**src/rtl/rename_pkg.sv**
```systemverilog
// Shared defaults and types for the register rename unit.
// Width-derived types follow the default configuration.
package rename_pkg;
  localparam int DEF_ARCH_REGS = 32;
  localparam int DEF_PHYS_REGS = 64;
  localparam int DEF_AW        = $clog2(DEF_ARCH_REGS);
  localparam int DEF_PW        = $clog2(DEF_PHYS_REGS);
  localparam int DEF_FL_DEPTH  = DEF_PHYS_REGS - DEF_ARCH_REGS;

  typedef logic [DEF_PW-1:0] phys_t;
endpackage

```
**src/rtl/phys_free_fifo.sv**
```systemverilog
// Circular free list of physical registers with speculative head,
// committed head and tail pointers; flush rewinds head to the committed head.
module phys_free_fifo
  import rename_pkg::*;
#(
  parameter int ARCH_REGS = DEF_ARCH_REGS,
  parameter int PHYS_REGS = DEF_PHYS_REGS,
  localparam int PW       = $clog2(PHYS_REGS),
  localparam int FL_DEPTH = PHYS_REGS - ARCH_REGS
) (
  input  logic          clk,
  input  logic          reset_n,
  input  logic          pop,
  input  logic          push,
  input  logic [PW-1:0] push_data,
  input  logic          flush,
  output logic [PW-1:0] head_data,
  output logic [PW:0]   free_count
);

  logic [PW-1:0] ram_r [PHYS_REGS];
  logic [PW:0]   head_r;
  logic [PW:0]   commit_head_r;
  logic [PW:0]   tail_r;
  logic [PW:0]   commit_head_nxt_s;

  // Committed head after this cycle's commit, so a same-cycle flush lands on it
  always_comb begin
    commit_head_nxt_s = commit_head_r;
    if (push) begin
      commit_head_nxt_s = commit_head_r + (PW+1)'(1);
    end else begin
      commit_head_nxt_s = commit_head_r;
    end
  end

  // Free list storage and pointer state; reset preloads ARCH_REGS..PHYS_REGS-1
  always_ff @(posedge clk or negedge reset_n) begin
    if (!reset_n) begin
      for (int i = 0; i < PHYS_REGS; i++) begin
        ram_r[i] <= (i < FL_DEPTH) ? PW'(ARCH_REGS + i) : PW'(0);
      end
      head_r        <= (PW+1)'(0);
      commit_head_r <= (PW+1)'(0);
      tail_r        <= (PW+1)'(FL_DEPTH);
    end else begin
      if (push) begin
        ram_r[tail_r[PW-1:0]] <= push_data;
        tail_r                <= tail_r + (PW+1)'(1);
      end
      commit_head_r <= commit_head_nxt_s;
      if (flush) begin
        head_r <= commit_head_nxt_s;
      end else if (pop) begin
        head_r <= head_r + (PW+1)'(1);
      end
    end
  end

  assign head_data  = ram_r[head_r[PW-1:0]];
  assign free_count = tail_r - head_r;

endmodule

```
**src/rtl/rename_map_checker.sv**
```systemverilog
// Protocol checks for the rename unit: a commit must never push into a full free list.
module rename_map_checker #(
  parameter int PW       = 6,
  parameter int FL_DEPTH = 32
) (
  input logic        clk,
  input logic        reset_n,
  input logic        commit_push,
  input logic [PW:0] free_count
);

  // Free list overflow means the ROB released a register twice
  always @(posedge clk) begin
    if (reset_n) begin
      assert (!(commit_push && (free_count == (PW+1)'(FL_DEPTH))))
        else $error("rename_map: commit into full free list");
    end
  end

endmodule

```
**src/rtl/rename_map.sv**
```systemverilog
// Register rename unit: speculative and committed alias tables over a FIFO
// free list, one rename and one commit per cycle, precise flush recovery.
module rename_map
  import rename_pkg::*;
#(
  parameter int ARCH_REGS = DEF_ARCH_REGS,
  parameter int PHYS_REGS = DEF_PHYS_REGS,
  localparam int AW       = $clog2(ARCH_REGS),
  localparam int PW       = $clog2(PHYS_REGS),
  localparam int FL_DEPTH = PHYS_REGS - ARCH_REGS
) (
  input  logic          clk,
  input  logic          reset_n,
  input  logic          rename_valid,
  output logic          rename_ready,
  input  logic          rd_write,
  input  logic [AW-1:0] rd,
  input  logic [AW-1:0] rs1,
  input  logic [AW-1:0] rs2,
  output logic [PW-1:0] phys_rd,
  output logic [PW-1:0] old_phys_rd,
  output logic [PW-1:0] phys_rs1,
  output logic [PW-1:0] phys_rs2,
  input  logic          commit_valid,
  input  logic          commit_rd_write,
  input  logic [AW-1:0] commit_rd,
  input  logic [PW-1:0] commit_phys_rd,
  input  logic [PW-1:0] commit_old_phys,
  input  logic          flush,
  output logic [PW:0]   free_count
);

  logic [PW-1:0] srat_r [ARCH_REGS];
  logic [PW-1:0] crat_r [ARCH_REGS];
  logic [PW-1:0] head_data_s;
  logic [PW:0]   free_count_s;
  logic          ready_s;
  logic          alloc_s;
  logic          commit_s;

  // Rename handshake and allocation decode; flush blocks firing
  always_comb begin
    ready_s  = (free_count_s != (PW+1)'(0)) && !flush;
    alloc_s  = rename_valid && ready_s && rd_write && (rd != AW'(0));
    commit_s = commit_valid && commit_rd_write && (commit_rd != AW'(0));
    if (alloc_s) begin
      phys_rd     = head_data_s;
      old_phys_rd = srat_r[rd];
    end else begin
      phys_rd     = PW'(0);
      old_phys_rd = PW'(0);
    end
  end

  assign rename_ready = ready_s;
  assign phys_rs1     = srat_r[rs1];
  assign phys_rs2     = srat_r[rs2];
  assign free_count   = free_count_s;

  // Alias tables; entry 0 is never written so x0 stays on phys 0
  always_ff @(posedge clk or negedge reset_n) begin
    if (!reset_n) begin
      for (int i = 0; i < ARCH_REGS; i++) begin
        srat_r[i] <= PW'(i);
        crat_r[i] <= PW'(i);
      end
    end else begin
      if (commit_s) begin
        crat_r[commit_rd] <= commit_phys_rd;
      end
      if (flush) begin
        for (int i = 0; i < ARCH_REGS; i++) begin
          srat_r[i] <= (commit_s && (commit_rd == AW'(i))) ? commit_phys_rd : crat_r[i];
        end
      end else if (alloc_s) begin
        srat_r[rd] <= head_data_s;
      end
    end
  end

  phys_free_fifo #(
    .ARCH_REGS(ARCH_REGS),
    .PHYS_REGS(PHYS_REGS)
  ) u_free_fifo (
    .clk        (clk),
    .reset_n    (reset_n),
    .pop        (alloc_s),
    .push       (commit_s),
    .push_data  (commit_old_phys),
    .flush      (flush),
    .head_data  (head_data_s),
    .free_count (free_count_s)
  );

  rename_map_checker #(
    .PW      (PW),
    .FL_DEPTH(FL_DEPTH)
  ) u_checker (
    .clk        (clk),
    .reset_n    (reset_n),
    .commit_push(commit_s),
    .free_count (free_count_s)
  );

endmodule
```
**config.mk**
```make
export PLATFORM = sky130hd
export DESIGN_NAME = rename_map
export DESIGN_NICKNAME = d
export VERILOG_FILES = /design/src/rtl/rename_pkg.sv /design/src/rtl/phys_free_fifo.sv /design/src/rtl/rename_map_checker.sv /design/src/rtl/rename_map.sv
export SDC_FILE = /design/constraint.sdc
export NUM_CORES = 1
export LEC_CHECK = 0
export BUFFER_PORTS_ARGS = -buffer_cell sky130_fd_sc_hd__buf_2
export CORE_MARGIN = 2
export CORE_UTILIZATION = 50
export DETAILED_ROUTE_END_ITERATION = 10
export PLACE_DENSITY = 0.79
export SYNTH_ARGS = -nofsm -noshare
export SYNTH_HDL_FRONTEND = slang
export SYNTH_SLANG_ARGS = --single-unit
```
**constraint.sdc**
```tcl
create_clock -name clk -period 3.1 [get_ports clk]
set_clock_uncertainty 0.05 [all_clocks]
set_input_delay 0.155 -clock clk [delete_from_list [all_inputs] [get_ports clk]]
set_output_delay 0.155 -clock clk [all_outputs]
set_load 0.02 [all_outputs]
```
Word level (Yosys, flattened, before mapping)
Cells that the tools add are included.
{"block": "op_classes", "n_addsub": 4, "order_cmp": 9, "eq_ne": 31, "mux": 60, "bitwise": 6, "n_reduce_logical": 47}
{"op": "bitwise mux 192 bit", "count": 2}
{"op": "bitwise mux 384 bit", "count": 1}
{"op": "2-to-1 mux 192 bit", "count": 2}
{"op": "2-to-1 mux 6 bit", "count": 45}
{"op": "binary-select mux 6 bit (select 5 bit)", "count": 3}
{"op": "== test 5 bit (second input constant)", "count": 16}
{"op": "demux 6 bit (select 5 bit)", "count": 2}
{"op": "logical AND 1 bit", "count": 41}
{"op": "== test 5 x 4 -> 1 bit (second input constant)", "count": 8}
{"op": "binary-select mux 6 bit (select 6 bit)", "count": 1}
{"op": "demux 6 bit (select 6 bit)", "count": 1}
{"op": ">= comparator 6 bit (second input constant)", "count": 4}
{"op": "NOT 5 -> 6 bit", "count": 4}
{"op": "adder 7 x 1 -> 7 bit (second input constant)", "count": 3}
{"op": "2-to-1 mux 7 bit", "count": 3}
{"op": "== test 5 x 3 -> 1 bit (second input constant)", "count": 4}
{"op": ">= comparator 7 bit (second input constant)", "count": 2}
{"op": "NOT 6 -> 7 bit", "count": 2}
{"op": "less-than comparator 6 x 1 -> 1 bit (second input constant)", "count": 2}
{"op": "== test 5 x 2 -> 1 bit (second input constant)", "count": 2}
{"op": "nonzero test 5 bit", "count": 2}
{"op": "less-than comparator 7 x 1 -> 1 bit (second input constant)", "count": 1}
{"op": "nonzero test 7 bit", "count": 1}
{"op": "subtractor 7 bit", "count": 1}
{"op": "4 further kinds", "count": 4}
{"block": "word_totals", "register_bits": 789, "inputBits": 39, "output_inout_bits": 32, "wordCells": 288}

Logic depth before layout (Yosys ltp)
{"block": "depth", "ltp_word": 8, "mapped_depth": 14, "ltp_nobuf": 10}

Cells and area by module
Synthesis repeated with hierarchy kept, for this count alone.
{"block": "hier_totals", "hier_cells": 3063, "hier_area_um2": 42195.5}
{"module": "rename_map", "n_inst": 1, "cells_each": 1734, "area_each_um2": 23032.1, "seq_area_each_um2": 9809.4}
{"module": "phys_free_fifo", "n_inst": 1, "cells_each": 1329, "area_each_um2": 19163.4, "seq_area_each_um2": 10276.1}

Worst setup path after synthesis
No wires, ideal clock.
{"block": "synth_path", "path_kind": "register to output", "start": "reg u_free_fifo.head_r[2]", "end": "out old_phys_rd[0]", "arrival_ns": 3.192, "t_required_ns": 2.895, "setup_slack_ns": -0.297, "stages_incl_launch_ff": 14, "path_buffers": 4, "path_cell_list": "dfrtp_1 -> clkbuf_1 -> inv_1 -> buf_1 -> ha_1 -> o21ai_0 -> a2111o_1 -> o211ai_1 -> nor4_1 -> nand2_1 -> buf_2 -> nand3_1 -> buf_2 -> nor2_1"}
{"block": "synth_via", "elab_chain_cells": 7}
{"item": "from (decl)", "line": "phys_free_fifo.sv:22", "source": "logic [PW:0] head_r;"}
{"item": "from (signal assigned)", "line": "phys_free_fifo.sv:43", "source": "head_r <= (PW+1)'(0);"}
{"item": "from (signal assigned)", "line": "phys_free_fifo.sv:53", "source": "head_r <= commit_head_nxt_s;"}
{"item": "from (signal assigned)", "line": "phys_free_fifo.sv:55", "source": "head_r <= head_r + (PW+1)'(1);"}
{"item": "subtractor 7 bit", "line": "phys_free_fifo.sv:61", "source": "assign free_count = tail_r - head_r;"}
{"item": "named net free_count[5]", "line": "rename_map.sv:30", "source": "output logic [PW:0] free_count"}
{"item": "nonzero test 7 bit", "line": "rename_map.sv:43", "source": "ready_s = (free_count_s != (PW+1)'(0)) && !flush;"}
{"item": "logical AND 1 bit", "line": "rename_map.sv:43"}
{"item": "logical AND 1 bit (3 in series)", "line": "rename_map.sv:44", "source": "alloc_s = rename_valid && ready_s && rd_write && (rd != AW'(0));"}
{"item": "2-to-1 mux 6 bit", "line": "rename_map.sv:46", "source": "if (alloc_s) begin"}
{"item": "to (decl)", "line": "rename_map.sv:21", "source": "output logic [PW-1:0] old_phys_rd,"}
The timed path passes the listed nets, and every way through them passes these cells.

Final worst setup path
{"block": "layout_path", "start": "reg u_free_fifo.head_r[0]", "end": "out phys_rd[3]"}
{"block": "layout_via", "elab_chain_cells": 7, "word_cells_on_any_way": 11}
{"item": "subtractor 7 bit", "line": "phys_free_fifo.sv:61"}
{"item": "nonzero test 7 bit", "line": "rename_map.sv:43"}
{"item": "logical AND 1 bit", "line": "rename_map.sv:43"}
{"item": "logical AND 1 bit (3 in series)", "line": "rename_map.sv:44"}
{"item": "2-to-1 mux 6 bit *", "line": "rename_map.sv:46"}
{"item": "to (decl)", "line": "rename_map.sv:20", "source": "output logic [PW-1:0] phys_rd,"}
Every way passes the cells marked *; elsewhere a longest branch is shown, timed or not. The select of a mux whose other input is x is not followed.

==> flow_metrics.tcl <==
set metrics [dict create \
    p_seq_frac 0.366 \
    io_pins 71 \
    endpoint_kind "output port" \
    p_per_area_nw_per_um2 768.2 \
    maxSlewViolCount 0 \
    ir_drop_v 0.0008554 \
    cts_made_buffers 83 \
    clock_path_buffers 3 \
    synth_edf_count 0 \
    fin_ws_ns -0.5666 \
    period_minus_slack_ns 3.667 \
    ys_top_cells_by_area "dfrtp_1 32%, dfstp_2 18%, mux2_2 17%, mux4_2 13%, nand2_1 2.0%" \
    synth_top_family_by_area "multiplexers" \
    hold_class "in -> async" \
    crit_path_start_kind "register" \
    htree_levels 3 \
    wirelength_mm 123.5 \
    tritoncts "built" \
    path_clk_slew_ns 0.06 \
    clkLatencyLatePin_ns 0.67 \
    drc_errors 0 \
    grt.overflow.total 0 \
    r2r-start "u_free_fifo.head_r[0]" \
    grt_pass1_wl_mm 184.5 \
    ant_nets 0 \
    synth-main-ff-cell "dfrtp_1" \
    combPwrFrac 0.367 \
    worstPathArrival_ns 3.46 \
    initial_core_util 0.5044 \
    post_drt_wl_per_cell_microns 28.44 \
    crit_type "reg -> out" \
    die-area_sq_um 83420 \
    synth_area_leader_cell "dfrtp_1" \
    final-hold-violation-count 0 \
    place_area_sq_um 43270 \
    yosys_warnings 0 \
    grt_max_degree 81 \
    period_share 1.183 \
    syn_inst 3032 \
    power_leakage_nw 21.57 \
    vias 29160 \
    cts_sinks 789 \
    synth_top_area_frac 0.3183 \
    p_int_mw 24.26 \
    grt_pass1_vias 29420 \
    switching_share 0.3417 \
    synth_fa_ha_area_frac 0.003270 \
    drt_first_pass_iters 7 \
    grt_use_total 0.2916 \
    setup_violations 201 \
    cp.required_ns 2.89 \
    ys_types 70 \
    p_sw_mw 12.59 \
    stdcell_area_sq_um 47970 \
    violations "negative setup slack" \
    synth_xor_area_frac 0.003886 \
    area_delta_synth_final_pct 18.25 \
    cp-startpoint "u_free_fifo.head_r[0]" \
    antenna_found_initial 5 \
    die_y_microns 288.8 \
    synth.yosys.seq_area_share 0.4952 \
    grt_setup_unrepaired "true" \
    drtIter0Drc 3342 \
    synth_area_sq_um 40560 \
    die_w_microns 288.8 \
    yosys.area_share.simple 0.07128 \
    hpwl_mm 77.88 \
    path_max_fanout 5 \
    final_nets 3258 \
    status "finished with violations" \
    syn-num-nets 3081 \
    drive_gt1_frac 0.5280 \
    synthArstFlopShare 1.000 \
    cts_root_buffer "clkbuf_16" \
    fmax_mhz 272.7 \
    slew_headroom 0.1505 \
    routed_via_density 6.714 \
    p_clk_frac 0.267 \
    muxShareOfSynthArea 0.3091 \
    routabilityCongestion 1.053 \
    tns_ns -46.99 \
    synth_compound_area_frac 0.08809 \
    worst_pin_slew_ns 1.274 \
    ys_ff_latch 789 \
    maxCapViolations 0 \
    syn_avg_cell_area_sq_um 13.38 \
    row_count 104 \
    io_buffers 70 \
    core-area_sq_um 80420 \
]
[stage by stage]
stage / util / hold WS [ns] / worst slack [ns] / power, mW / std cells
after global placement: 0.5381 / 0.1781 / -0.06732 / 23.90 / 4107
after floorplan: - / -0.1906 / -0.03328 / 19.44 / 3032
after CTS: 0.5877 / 0.05535 / -0.4626 / 35.80 / 4313
after global routing: 0.5964 / 0.1221 / -0.6102 / 37.87 / 4342
final: 0.5965 / 0.07440 / -0.5666 / 36.85 / 4343
after detailed placement: 0.5381 / 0.1748 / -0.1410 / 24.20 / 4107
[path summary, 6_finish.rpt]
kind                                           to  slack [ns]  cells after the start
setup reg to reg                      srat_r[117]       -0.48                     18
hold reg to reg                       crat_r[187]        0.32                      0
setup / recovery                       phys_rd[3]       -0.57                     12
min in group clk            u_free_fifo.tail_r[2]        0.10                      6
max in group asynchronous  u_free_fifo.ram_r[280]        1.93                      3
hold / removal                        crat_r[147]        0.07                      2
[state kept, by name (all words and copies together) (netlist names)]
name	count
u_free_fifo.tail_r	7
u_free_fifo.ram_r	384
u_free_fifo.head_r	7
u_free_fifo.commit_head_r	7
srat_r	192
crat_r	192
[worst max-delay path, stage by stage, from the launching register on]
cell and delay [ns]:
dfrtp_4 0.52, buf_4 0.16, buf_12 0.13, mux4_2 0.44, a22oi_2 0.23, o31ai_4 0.16, a311oi_2 0.33, buf_4 0.20
a21boi_4 0.20, buf_12 0.13, buf_12 0.12, nor2_4 0.04, buf_6 0.12
[synthesized netlist by cell type (6+ instances only)]
cell type	count
buf_4	18
a221o_1	24
dfrtp_1	516
a21o_1	83
a311oi_1	9
buf_6	6
nand2b_1	7
nor2_1	82
a21oi_1	52
inv_1	14
a211o_1	44
o221ai_1	9
mux2_2	628
o21ai_0	17
clkbuf_1	148
o31ai_1	84
ha_1	9
a21bo_2	6
buf_2	48
nand2_1	221
o211ai_1	32
and3_1	9
mux4_2	228
nor3_1	59
xnor2_1	14
nand4_1	9
mux2i_1	33
or4_1	9
buf_1	31
a22oi_1	16
a31oi_2	14
or3_1	39
nand3b_1	6
nand3_1	51
dfstp_2	273
o22ai_1	36
a2bb2oi_1	6
and2_1	71
[routing by layer]
layer / global-route usage / routed length [microns] / up-vias
met2: 0.4528 / 56560 / 1895
met5: 0 / 32 / -
met1: 0.3725 / 45330 / 14960
met4: 0.1478 / 7455 / 4
li1: - / - / 11810
met3: 0.08787 / 14110 / 491
[power groups by stage]
stage / registers (mW) / clock network, mW / logic, mW
final: 13.5 / 9.84 / 13.5
after CTS: 13.4 / 9.90 / 12.5
after global routing: 13.6 / 10.3 / 13.9
after floorplan: 13.1 / 0 / 6.31
after detailed placement: 13.6 / 0 / 10.6
after global placement: 13.4 / 0 / 10.5
[layout make-up]
cell class	count	area [sq um]
multi-input cells	1973	19920
well taps	1060	1326
clock buffers	133	2395
fillers	5922	32450
inverters	19	75.07
repair buffers	343	3857
diodes	3	7.507
flip-flops and latches	789	20090
clock inverters	23	292.8
[cell usage in the layout (no fill, tap or decap), types with 69 or more instances in the layout]
master     count
a21o_1        83
and2_1        71
buf_4        169
clkbuf_16     91
dfrtp_1      514
dfstp_2      273
mux2_2       627
mux4_2       228
nand2_1      216
nor2_1        69
o31ai_1       76
[timing repair]
| action | CTS | global route |
|---|---|---|
| endpoints found under the setup margin | 188 | 204 |
| pin swaps | 20 | 33 |
| gates resized for setup | 141 | 107 |
| buffers inserted | 36 | 25 |
| hold endpoints to repair | 118 | 0 |
| cloned | 15 | 10 |
| hold buffers | 2 | 0 |
[cell families (layout without fill, tap and decap cells)]
family	count (synthesis)	after routing
compound gates	463	463
xor+xnor	18	18
fa+ha+maj	10	10
buf+inv	270	518
flops	789	789
mux	889	889
other cells	0	3
simple gates	593	593
No activity file was read; power rests on OpenSTA's default activity.
